**src/rtl/axis_pkt_gen.sv**
```systemverilog
// AXI-Stream packet source: on an accepted start it emits a burst of
// packets whose beats carry seed + packet_index + beat_index.
//
// Ports:
//   clk, rst        clock and synchronous active-high reset
//   start           burst request, sampled only while idle
//   pkt_len         beats per packet (latched on accepted start)
//   num_pkts        packets per burst (latched on accepted start)
//   gap             idle cycles between packets (latched on accepted start)
//   seed            base data value (latched on accepted start)
//   m_tdata/m_tvalid/m_tlast/m_tready  AXI-Stream master side
//   busy            burst in progress
//   done            one-cycle pulse on burst completion
//   pkt_cnt         packets fully transferred in current/last burst
module axis_pkt_gen #(
    parameter int DW = 8,
    parameter int LW = 8
) (
    input  logic          clk,
    input  logic          rst,
    input  logic          start,
    input  logic [LW-1:0] pkt_len,
    input  logic [7:0]    num_pkts,
    input  logic [7:0]    gap,
    input  logic [DW-1:0] seed,
    output logic [DW-1:0] m_tdata,
    output logic          m_tvalid,
    output logic          m_tlast,
    input  logic          m_tready,
    output logic          busy,
    output logic          done,
    output logic [7:0]    pkt_cnt
);

    typedef enum logic [1:0] {
        IDLE,
        SEND,
        GAP
    } state_t;

    state_t        state_q, state_d;

    // Latched burst configuration
    logic [LW-1:0] len_q, len_d;
    logic [7:0]    npk_q, npk_d;
    logic [7:0]    gap_q, gap_d;
    logic [DW-1:0] seed_q, seed_d;

    // Position within the burst
    logic [LW-1:0] beat_q, beat_d;
    logic [7:0]    pidx_q, pidx_d;
    logic [7:0]    gcnt_q, gcnt_d;

    // Registered outputs
    logic [DW-1:0] tdata_q, tdata_d;
    logic          tvalid_q, tvalid_d;
    logic          tlast_q, tlast_d;
    logic          busy_q, busy_d;
    logic          done_q, done_d;
    logic [7:0]    cnt_q, cnt_d;

    logic          accept;
    logic          xfer;
    logic          last_pkt;

    assign accept   = start && (pkt_len != '0) && (num_pkts != 8'd0);
    assign xfer     = tvalid_q && m_tready;
    assign last_pkt = (pidx_q == npk_q - 8'd1);

    always_ff @(posedge clk) begin
        if (rst) begin
            state_q  <= IDLE;
            len_q    <= '0;
            npk_q    <= '0;
            gap_q    <= '0;
            seed_q   <= '0;
            beat_q   <= '0;
            pidx_q   <= '0;
            gcnt_q   <= '0;
            tdata_q  <= '0;
            tvalid_q <= 1'b0;
            tlast_q  <= 1'b0;
            busy_q   <= 1'b0;
            done_q   <= 1'b0;
            cnt_q    <= '0;
        end else begin
            state_q  <= state_d;
            len_q    <= len_d;
            npk_q    <= npk_d;
            gap_q    <= gap_d;
            seed_q   <= seed_d;
            beat_q   <= beat_d;
            pidx_q   <= pidx_d;
            gcnt_q   <= gcnt_d;
            tdata_q  <= tdata_d;
            tvalid_q <= tvalid_d;
            tlast_q  <= tlast_d;
            busy_q   <= busy_d;
            done_q   <= done_d;
            cnt_q    <= cnt_d;
        end
    end

    always_comb begin
        state_d  = state_q;
        len_d    = len_q;
        npk_d    = npk_q;
        gap_d    = gap_q;
        seed_d   = seed_q;
        beat_d   = beat_q;
        pidx_d   = pidx_q;
        gcnt_d   = gcnt_q;
        tdata_d  = tdata_q;
        tvalid_d = tvalid_q;
        tlast_d  = tlast_q;
        busy_d   = busy_q;
        done_d   = 1'b0;
        cnt_d    = cnt_q;

        unique case (state_q)
            IDLE: begin
                tdata_d  = '0;
                tvalid_d = 1'b0;
                tlast_d  = 1'b0;
                busy_d   = 1'b0;
                if (accept) begin
                    len_d    = pkt_len;
                    npk_d    = num_pkts;
                    gap_d    = gap;
                    seed_d   = seed;
                    beat_d   = '0;
                    pidx_d   = '0;
                    cnt_d    = '0;
                    state_d  = SEND;
                    busy_d   = 1'b1;
                    tvalid_d = 1'b1;
                    tdata_d  = seed;
                    tlast_d  = (pkt_len == LW'(1));
                end
            end

            SEND: begin
                if (xfer) begin
                    if (tlast_q) begin
                        cnt_d  = cnt_q + 8'd1;
                        beat_d = '0;
                        if (last_pkt) begin
                            state_d  = IDLE;
                            tdata_d  = '0;
                            tvalid_d = 1'b0;
                            tlast_d  = 1'b0;
                            busy_d   = 1'b0;
                            done_d   = 1'b1;
                        end else begin
                            pidx_d = pidx_q + 8'd1;
                            if (gap_q != 8'd0) begin
                                state_d  = GAP;
                                gcnt_d   = gap_q;
                                tdata_d  = '0;
                                tvalid_d = 1'b0;
                                tlast_d  = 1'b0;
                            end else begin
                                // Back-to-back: next packet's first beat
                                tvalid_d = 1'b1;
                                tdata_d  = seed_q + DW'(pidx_q + 8'd1);
                                tlast_d  = (len_q == LW'(1));
                            end
                        end
                    end else begin
                        beat_d  = beat_q + LW'(1);
                        tdata_d = tdata_q + DW'(1);
                        // Next beat is final when beat_q + 1 == len - 1
                        tlast_d = ((beat_q + LW'(2)) == len_q);
                    end
                end
            end

            GAP: begin
                // gcnt_q counts the remaining low cycles, this one included
                if (gcnt_q == 8'd1) begin
                    state_d  = SEND;
                    gcnt_d   = '0;
                    tvalid_d = 1'b1;
                    tdata_d  = seed_q + DW'(pidx_q);
                    tlast_d  = (len_q == LW'(1));
                end else begin
                    gcnt_d = gcnt_q - 8'd1;
                end
            end

            default: begin
                state_d  = IDLE;
                tdata_d  = '0;
                tvalid_d = 1'b0;
                tlast_d  = 1'b0;
                busy_d   = 1'b0;
            end
        endcase
    end

    assign m_tdata  = tdata_q;
    assign m_tvalid = tvalid_q;
    assign m_tlast  = tlast_q;
    assign busy     = busy_q;
    assign done     = done_q;
    assign pkt_cnt  = cnt_q;

endmodule
```
**config.mk**
```make
export PLATFORM = sky130hd
export DESIGN_NAME = axis_pkt_gen
export DESIGN_NICKNAME = d
export VERILOG_FILES = /design/src/rtl/axis_pkt_gen.sv
export SDC_FILE = /design/constraint.sdc
export NUM_CORES = 1
export LEC_CHECK = 0
export ABC_AREA = 1
export CAP_MARGIN = 20
export CELL_PAD_IN_SITES_DETAIL_PLACEMENT = 1
export CELL_PAD_IN_SITES_GLOBAL_PLACEMENT = 1
export CORE_UTILIZATION = 37
export DETAILED_ROUTE_END_ITERATION = 16
export GPL_TIMING_DRIVEN = 0
export PLACE_DENSITY = 0.88
export SYNTH_ARGS = -nofsm -noshare
export SYNTH_HDL_FRONTEND = slang
export SYNTH_SLANG_ARGS = --single-unit
```
**constraint.sdc**
```tcl
create_clock -name clk -period 2.5 [get_ports clk]
set_clock_uncertainty 0.2 [all_clocks]
set_input_delay 0.5 -clock clk [delete_from_list [all_inputs] [get_ports clk]]
set_output_delay 0.5 -clock clk [all_outputs]
set_load 0.02 [all_outputs]
```
# Word level (Yosys, flattened, before mapping)

Cells that the tools add are included.

Bits in registers: 78
Logic and storage cells: 111
Output and inout bits: 20
Input port bits: 36
Memories kept: 0
Bits in read-only memories: 0
RAM bits: 0
Latch bits: 0

Add/subtract/negate cells: 9
Equal/unequal tests: 15
Multiply operators: 0
Reductions and logical operators: 19
Bitwise gates (word level): 4
Shift-type cells: 0
Div/mod/pow operators: 0
Magnitude comparators: 0
Muxes and demuxes: 50

Operator list:

| operator              | number |
|---|---|
| $mux W8               | 19 |
| $pmux W8 S2           | 4 |
| $add A8 B1 Y8 const B | 4 |
| $eq A8 B1 Y1 const B  | 3 |
| $pmux W8 S3           | 1 |
| $reduce_bool A8 Y1    | 3 |
| $add A8 B8 Y8         | 2 |
| $eq A8 B8 Y1          | 2 |
| $mux W1               | 16 |
| $sub A8 B1 Y8 const B | 2 |
| $reduce_and A5 Y1     | 3 |
| $ne A2 B2 Y1 const B  | 7 |
| $mux W2               | 6 |
| $pmux W1 S3           | 3 |
| $add A8 B2 Y8 const B | 1 |
| $reduce_and A4 Y1     | 2 |
| $pmux W2 S3           | 1 |
| $reduce_and A3 Y1     | 2 |
| $not A1 Y1            | 4 |
| $reduce_and A2 Y1     | 2 |
| $reduce_bool A2 Y1    | 2 |
| $reduce_or A4 Y1      | 1 |
| $logic_and A1 B1 Y1   | 3 |
| $ne A3 B3 Y1 const B  | 1 |
| 3 further kinds       | 3 |

# Logic depth before layout (Yosys ltp)

Gate-level depths: netlist of the first run.

Word-level depth: 7
Gate-level depth with buffers: 17
Mapped depth without buffers: 17

# Worst setup path after synthesis of the first run

OpenSTA, ideal clock, no wires.

Path type: reg2reg
Start point: register pidx_q[1]
End point: register tdata_q[7] (netlist: m_tdata[7])
Cell stages (with the launch flop): 17
Required time: 2.230 ns
Arrival time: 2.124 ns
Slack: 0.105 ns
Clock period less this slack: 2.395 ns
Path buffers: 0
Setup time: 0.070 ns
Cell sequence: dfxtp_1 > ha_1 > nand2_1 > nor2_1 > nand3_1 > xnor2_1 > ha_1 > inv_1 > nor3_1 > nand2_1 > nand3_1 > nand2_1 > nand2_1 > nand4_1 > nand2_1 > nand2_1 > a21oi_1

Longest elaborated chain between the ends: 7
Elaborated cells between the ends (all ways): 10
Those cells by class: 3 x add/sub; 1 x eq/ne; 6 x mux

Ends and longest elaborated chain:

| what                     | RTL line | RTL |
|---|---|---|
| start: declaration       | 51       | `logic [7:0] pidx_q, pidx_d;` |
| start signal: assignment | 93       | `pidx_q <= pidx_d;` |
| $add A8 B1 Y8            | 165      | `tdata_d = seed_q + DW'(pidx_q + 8'd1);` |
| $add A8 B8 Y8            | 165      |  |
| $mux W8                  | 156      | `if (gap_q != 8'd0) begin` |
| $mux W8                  | 147      | `if (last_pkt) begin` |
| $mux W8                  | 144      | `if (tlast_q) begin` |
| $mux W8                  | 143      | `if (xfer) begin` |
| $pmux W8 S3 *            | 120      | `unique case (state_q)` |
| end signal: assignment   | 95       | `tdata_q <= tdata_d;` |
| end: declaration         | 55       | `logic [DW-1:0] tdata_q, tdata_d;` |

Every way passes the cells marked *; elsewhere a longest branch is shown, timed or not. The select of a mux whose other input is x is not followed.
A chain may end at the register's enable or synchronous reset.

# Worst setup path after layout of the first run

Start point: register pidx_q[0]
End point: register tdata_q[7] (netlist: m_tdata[7])

The elaborated chain is that of the path after synthesis.

==> out/qor.yml, run 1 <==
drv_cap: 0
ioPinCount: 56
drt_iter0_markers: 294
fin_crit_sh_pct: 104
rows: 42
track_usage_pct: 25.1
timing.setup.tns_ns: -0.153
final_max_slew_viol_count: 0
internal_power_mw: 3.16
grtUsageMet2_pct: 42.3
nets: 910
async_flop_share_pct: 0
yosys_warnings: 0
p_switching_mw: 2.38
whs_ns: 0.264
grt_util_met1_pct: 31.9
synth_cells: 761
ys_types: 44
finalHoldViolCount: 0
crit_type: "register to register"
ir_drop_v: 0.000407
critPathMaxStageDelay_ns: 0.39
cts_root_buf: "clkbuf_16"
wl_per_cell_um: 17.7
synth.net_count: 824
viasPerCell: 5.37
pre_cts_ws_ns: -0.382
worst_slack_ns: -0.0964
grt-ovfl-total: 0
clockBufferDepth: 2
postRouteAntennaNets: 0
layoutNonFillerInstCount: 1028
dp_hpwl_um: 12600
crit_fanout: 4
max_freq_ghz: 0.385
antenna_found_initial: 0
clock_latency_ns: 0.34
slew_headroom_pct: 47.1
clkPwrFrac_pct: 24.8
pwr-share-seq_pct: 31.0
critPathSlowestCell: "dfxtp_4"
die_h_um: 119
synth_edf_count: 0
grt_busiest_layer: "met2"
regArea_mm2: 0.00158
grt_pass1_vias: 5591
final_area_mm2: 0.00656
rsz0062_at_grt: "true"
multiInputGateArea_mm2: 0.00326
power_density_mw_per_mm2: 846
antenna_cells: 0
drive_above_1_share_pct: 13.8
timing.final.crit_period_ns: 2.60
ys_ff_latch: 78
cts_buffers: 9
die_area_mm2: 0.0141
start_kind: "register"
total_power_mw: 5.55
dpl_cell_area_mm2: 0.00579
syn2layout_area_growth_pct: 30.3
initial_utilization_pct: 38.0
grt_pass1_wl_um: 28000
cts_tree: "built"
run_status: "finished with violations"
htree_levels: 3
crit_arrival_ns: 2.60
final_util_pct: 49.5
crit_chain: "clkinvlp_4 -> nor2_4 -> xor2_2 -> inv_2 -> ha_4 -> nand2_2 -> nor3_2 -> nand2_1 -> buf_4 -> nand3b_1 -> nand2_1 -> nand4_1 -> nand2_1 -> nand2_2 -> a21oi_2"
core_region_area_mm2: 0.0132
cts.clk_slew.worst_paths_ns: 0.06
pwr-share-comb_pct: 44.2
cp_common_cell: "nand2_1"
violations: "setup timing"
synth_area_mm2: 0.00503
postSynthAreaPerCell_um2: 6.61
hold_path.class: "register to register"
die_w_um: 119
use_met3_pct: 5.12
numPortBuffers: 54
placed_cells: 991
worstMarginPinSlew_ns: 0.793
fillers: 1720
setup_viol: 2
place_congestion: 0.935
totalWireLength_um: 18200
r2r_setup_slack_ns: -0.1
worst_ep_required_time_ns: 2.50
cellLeakagePower_nw: 2.82
swShare_pct: 43.0
grt_max_degree: 13
synth_flop_cell: "dfxtp_1"
clock_sinks: 78
drc: 0
detail_route.first_pass.iterations: 4
ys_seq_area_share_pct: 31.0
cp-end-kind: "register"
vias: 5522
kinds of logic after synthesis:
group / synth area share, %
AOI/OAI and AO/OA: 15.7
xor gates and xnor gates: 5.74
adders and majority gates: 7.01
buffers and inverters: 9.64
and+or+nand+nor: 30.8
DFF: 31.0
metal layers:
layer,vias up,routed length [µm]
met5,-,0
met4,0,455
met3,41,918
met2,142,8810
met1,2675,8010
li1,2664,-
cells in the final DEF (no fill, tap or decap), types with 9 or more instances in the layout:
master and count:
a21oi_1 72, buf_4 19, clkbuf_1 11, clkbuf_16 9, clkdlybuf4s50_1 54, dfxtp_1 73
ha_1 17, inv_1 90, inv_2 12, nand2_1 163, nand3_1 49, nand4_1 23
nor2_1 64, nor3_1 10, o21ai_0 43, xnor2_1 14, xor2_1 16
state kept, by name (all words and copies together), names as in the netlist:
name / count
beat_q: 8
gap_q: 8
gcnt_q: 8
len_q: 8
m_tdata: 8
npk_q: 8
pidx_q: 8
pkt_cnt: 8
seed_q: 8
state_q: 2
busy: 1
done: 1
m_tlast: 1
m_tvalid: 1
cell type report:
type,instances,share of cell area (%)
plain buffers,20,1.51
clock buffers,13,3.97
clock inverters,3,0.648
inverters,104,6.01
multi-input cells,559,49.6
flip-flops and latches,78,24.1
well taps,176,3.36
repair buffers,75,10.8
timing repair:
item | in CTS | in global routing
setup endpoints to repair | 9 | 59
resized for setup | 30 | 41
buffers inserted | 10 | 11
pin swaps | 14 | 22
hold buffers | 0 | 0
path summary, 6_finish.rpt:
kind / start / to / depth (start not counted)
hold reg to reg: gcnt_q[7]$_SDFFE_PP0P_ / gcnt_q[7]$_SDFFE_PP0P_ / 2
setup reg to reg: pidx_q[0]$_SDFFE_PP0P_ / m_tdata[7]$_SDFFE_PP0P_ / 15
hold / removal: gcnt_q[7]$_SDFFE_PP0P_ / gcnt_q[7]$_SDFFE_PP0P_ / 2
setup / recovery: pidx_q[0]$_SDFFE_PP0P_ / m_tdata[7]$_SDFFE_PP0P_ / 15
power by group through the flow:
stage / sequential, mW / clock (mW) / combinational, mW
2_1_floorplan: 1.73 / 0 / 1.50
3_3_place_gp: 1.72 / 0 / 2.16
3_5_place_dp: 1.73 / 0 / 2.23
4_1_cts: 1.71 / 1.38 / 2.29
5_1_grt: 1.75 / 1.45 / 2.72
6_report: 1.72 / 1.38 / 2.45
synth_stat cells (10+ instances only):
library cell / instances / area (µm²)
nand4_1: 23 / 144
nand3_1: 53 / 265
xor2_1: 18 / 158
xnor2_1: 15 / 131
o21ai_0: 44 / 220
ha_1: 25 / 313
inv_1: 97 / 364
nor3_1: 15 / 75.1
dfxtp_1: 78 / 1560
a21oi_1: 75 / 375
clkbuf_1: 10 / 37.5
nand2_1: 171 / 642
nor2_1: 69 / 259
critical path, delay by kind of cell (launching register included):
| kind | cells | cell delay [ns] |
|---|---|---|
| buffers and inverters | 3 | 0.42 |
| flip-flops | 1 | 0.39 |
| adder cells (fa/ha/maj) | 1 | 0.28 |
| XOR/XNOR | 1 | 0.20 |
| AND/OR/NAND/NOR | 9 | 0.90 |
| AO/OA/AOI/OAI | 1 | 0.05 |
No activity file was read; power rests on OpenSTA's default activity.
==> run 2: changes to the inputs <==
--- a/config.mk
+++ b/config.mk
@@ -10,9 +10,10 @@
 export CELL_PAD_IN_SITES_DETAIL_PLACEMENT = 1
 export CELL_PAD_IN_SITES_GLOBAL_PLACEMENT = 1
 export CORE_UTILIZATION = 37
+export CTS_CLUSTER_SIZE = 28
 export DETAILED_ROUTE_END_ITERATION = 16
 export GPL_TIMING_DRIVEN = 0
-export PLACE_DENSITY = 0.88
+export PLACE_DENSITY = 0.82
 export SYNTH_ARGS = -nofsm -noshare
 export SYNTH_HDL_FRONTEND = slang
 export SYNTH_SLANG_ARGS = --single-unit
==> run 2 against run 1 <==
Compared with the run above: the flow still finishes with violations (setup timing); critical endpoint unchanged; non-clock buffer count fell by 4; clock power fell by 4%; maximum frequency rose by 1.6%; largest cell class unchanged; power fell by 1.5%; largest power group unchanged; cell area fell by 1.1%; critical path type unchanged; highest routed layer unchanged.
==> out/qor.yml, run 2 (synthesized netlist as in run 1, its figures left out) <==
max_freq_ghz: 0.391
antenna_found_initial: 0
start_kind: "register"
totalWireLength_um: 17500
drc: 0
viasPerCell: 5.32
hold_path.class: "register to register"
worst_slack_ns: -0.0555
vias: 5446
whs_ns: 0.272
final_max_slew_viol_count: 0
nets: 906
dpl_cell_area_mm2: 0.00579
setup_viol: 1
grt-ovfl-total: 0
initial_utilization_pct: 38.0
grt_pass1_wl_um: 27800
timing.final.crit_period_ns: 2.56
cp_common_cell: "nand2_1"
pre_cts_ws_ns: -0.377
detail_route.first_pass.iterations: 5
cts_tree: "built"
drv_cap: 0
use_met3_pct: 5.16
dp_hpwl_um: 13000
crit_fanout: 4
worstMarginPinSlew_ns: 0.754
antenna_cells: 0
critPathSlowestCell: "dfxtp_4"
fin_crit_sh_pct: 102
critPathMaxStageDelay_ns: 0.40
grt_busiest_layer: "met2"
placed_cells: 991
clockBufferDepth: 2
place_congestion: 0.920
drt_iter0_markers: 301
ir_drop_v: 0.000362
cts_buffers: 9
layoutNonFillerInstCount: 1023
crit_arrival_ns: 2.63
wl_per_cell_um: 17.1
worst_ep_required_time_ns: 2.58
finalHoldViolCount: 0
htree_levels: 3
rows: 42
grt_pass1_vias: 5590
slew_headroom_pct: 49.7
cts.clk_slew.worst_paths_ns: 0.06
syn2layout_area_growth_pct: 28.9
clock_sinks: 78
final_util_pct: 49.0
final_cell_mix: "164 x nand2_1, 90 x inv_1, 73 x dfxtp_1"
die_w_um: 119
path_buf_inv: 2
core_region_area_mm2: 0.0132
final_area_mm2: 0.00649
crit_chain: "clkinvlp_4 -> nor2_4 -> xor2_1 -> inv_2 -> ha_4 -> nand2_2 -> nor3_2 -> nand2_1 -> nand3_1 -> nand2_1 -> nand2_2 -> nand4_1 -> nand2_1 -> nand2_1 -> a21oi_2"
final_common_cell: "nand2_1"
power_density_mw_per_mm2: 842
drive_above_1_share_pct: 13.5
cellLeakagePower_nw: 2.79
fillers: 1744
run_status: "finished with violations"
die_area_mm2: 0.0141
numPortBuffers: 54
grt_max_degree: 13
grt_util_met1_pct: 31.6
cp-end-kind: "register"
ioPinCount: 56
cp_top_family: "simple AND/OR/NAND/NOR gates"
track_usage_pct: 24.9
clock_latency_ns: 0.35
crit_type: "register to register"
die_h_um: 119
cts_root_buf: "clkbuf_16"
rsz0062_at_grt: "true"
postRouteAntennaNets: 0
grtUsageMet2_pct: 42.5
violations: "setup timing"
## run 2: metrics by stage
| step | total power, mW | setup TNS, ns |
|---|---|---|
| floorplan | 3.23 | 0 |
| global placement | 3.86 | -6.99 |
| detailed placement | 3.98 | -12.49 |
| CTS | 5.37 | -0.0125 |
| global route | 5.82 | -0.420 |
| finish | 5.46 | -0.0555 |
## run 2: worst paths after layout
path | start | depth (start not counted) | endpoint | slack (ns)
worst min register to register | gcnt_q[7]$_SDFFE_PP0P_ | 2 | gcnt_q[7]$_SDFFE_PP0P_ | 0.27
worst min-delay path | gcnt_q[7]$_SDFFE_PP0P_ | 2 | gcnt_q[7]$_SDFFE_PP0P_ | 0.27
worst max register to register | pidx_q[0]$_SDFFE_PP0P_ | 15 | m_tdata[7]$_SDFFE_PP0P_ | -0.06
worst max-delay path | pidx_q[0]$_SDFFE_PP0P_ | 15 | m_tdata[7]$_SDFFE_PP0P_ | -0.06
## run 2: tightest hold or removal path: cells and delay by family (launching register included)
kind	cells	cell delay, ns
flip-flops	1	0.31
AND/OR/NAND/NOR	1	0.06
AO/OA/AOI/OAI	1	0.05
## run 2: what timing repair did
action                                  CTS  global route
setup buffers                             8             9
resized for setup                        30            39
pin swaps                                10            15
hold buffers                              0             0
endpoints found under the setup margin    6            63
hold endpoints to repair                  0             0
## run 2: cell type report
cell class | instances | area (µm²) | area share, %
multi-input combinational | 559 | 3230 | 49.8
sequential | 78 | 1580 | 24.3
timing repair buffer | 71 | 672 | 10.4
inverter | 104 | 394 | 6.08
clock buffer | 11 | 243 | 3.74
tap | 176 | 220 | 3.39
buffer | 20 | 101 | 1.56
clock inverter | 4 | 47.5 | 0.733
## run 2: layer usage
| layer | wire length (µm) | share of wire [%] |
|---|---|---|
| met3 | 736 | 4.2 |
| met2 | 8390 | 48 |
| met4 | 299 | 1.7 |
| met5 | 0 | 0 |
| met1 | 8040 | 46 |
## run 2: where the power goes
| group | internal (mW) | switching (mW) |
|---|---|---|
| combinational | 0.842 | 1.57 |
| clock | 0.792 | 0.535 |
| sequential | 1.48 | 0.245 |
| total | 3.11 | 2.35 |
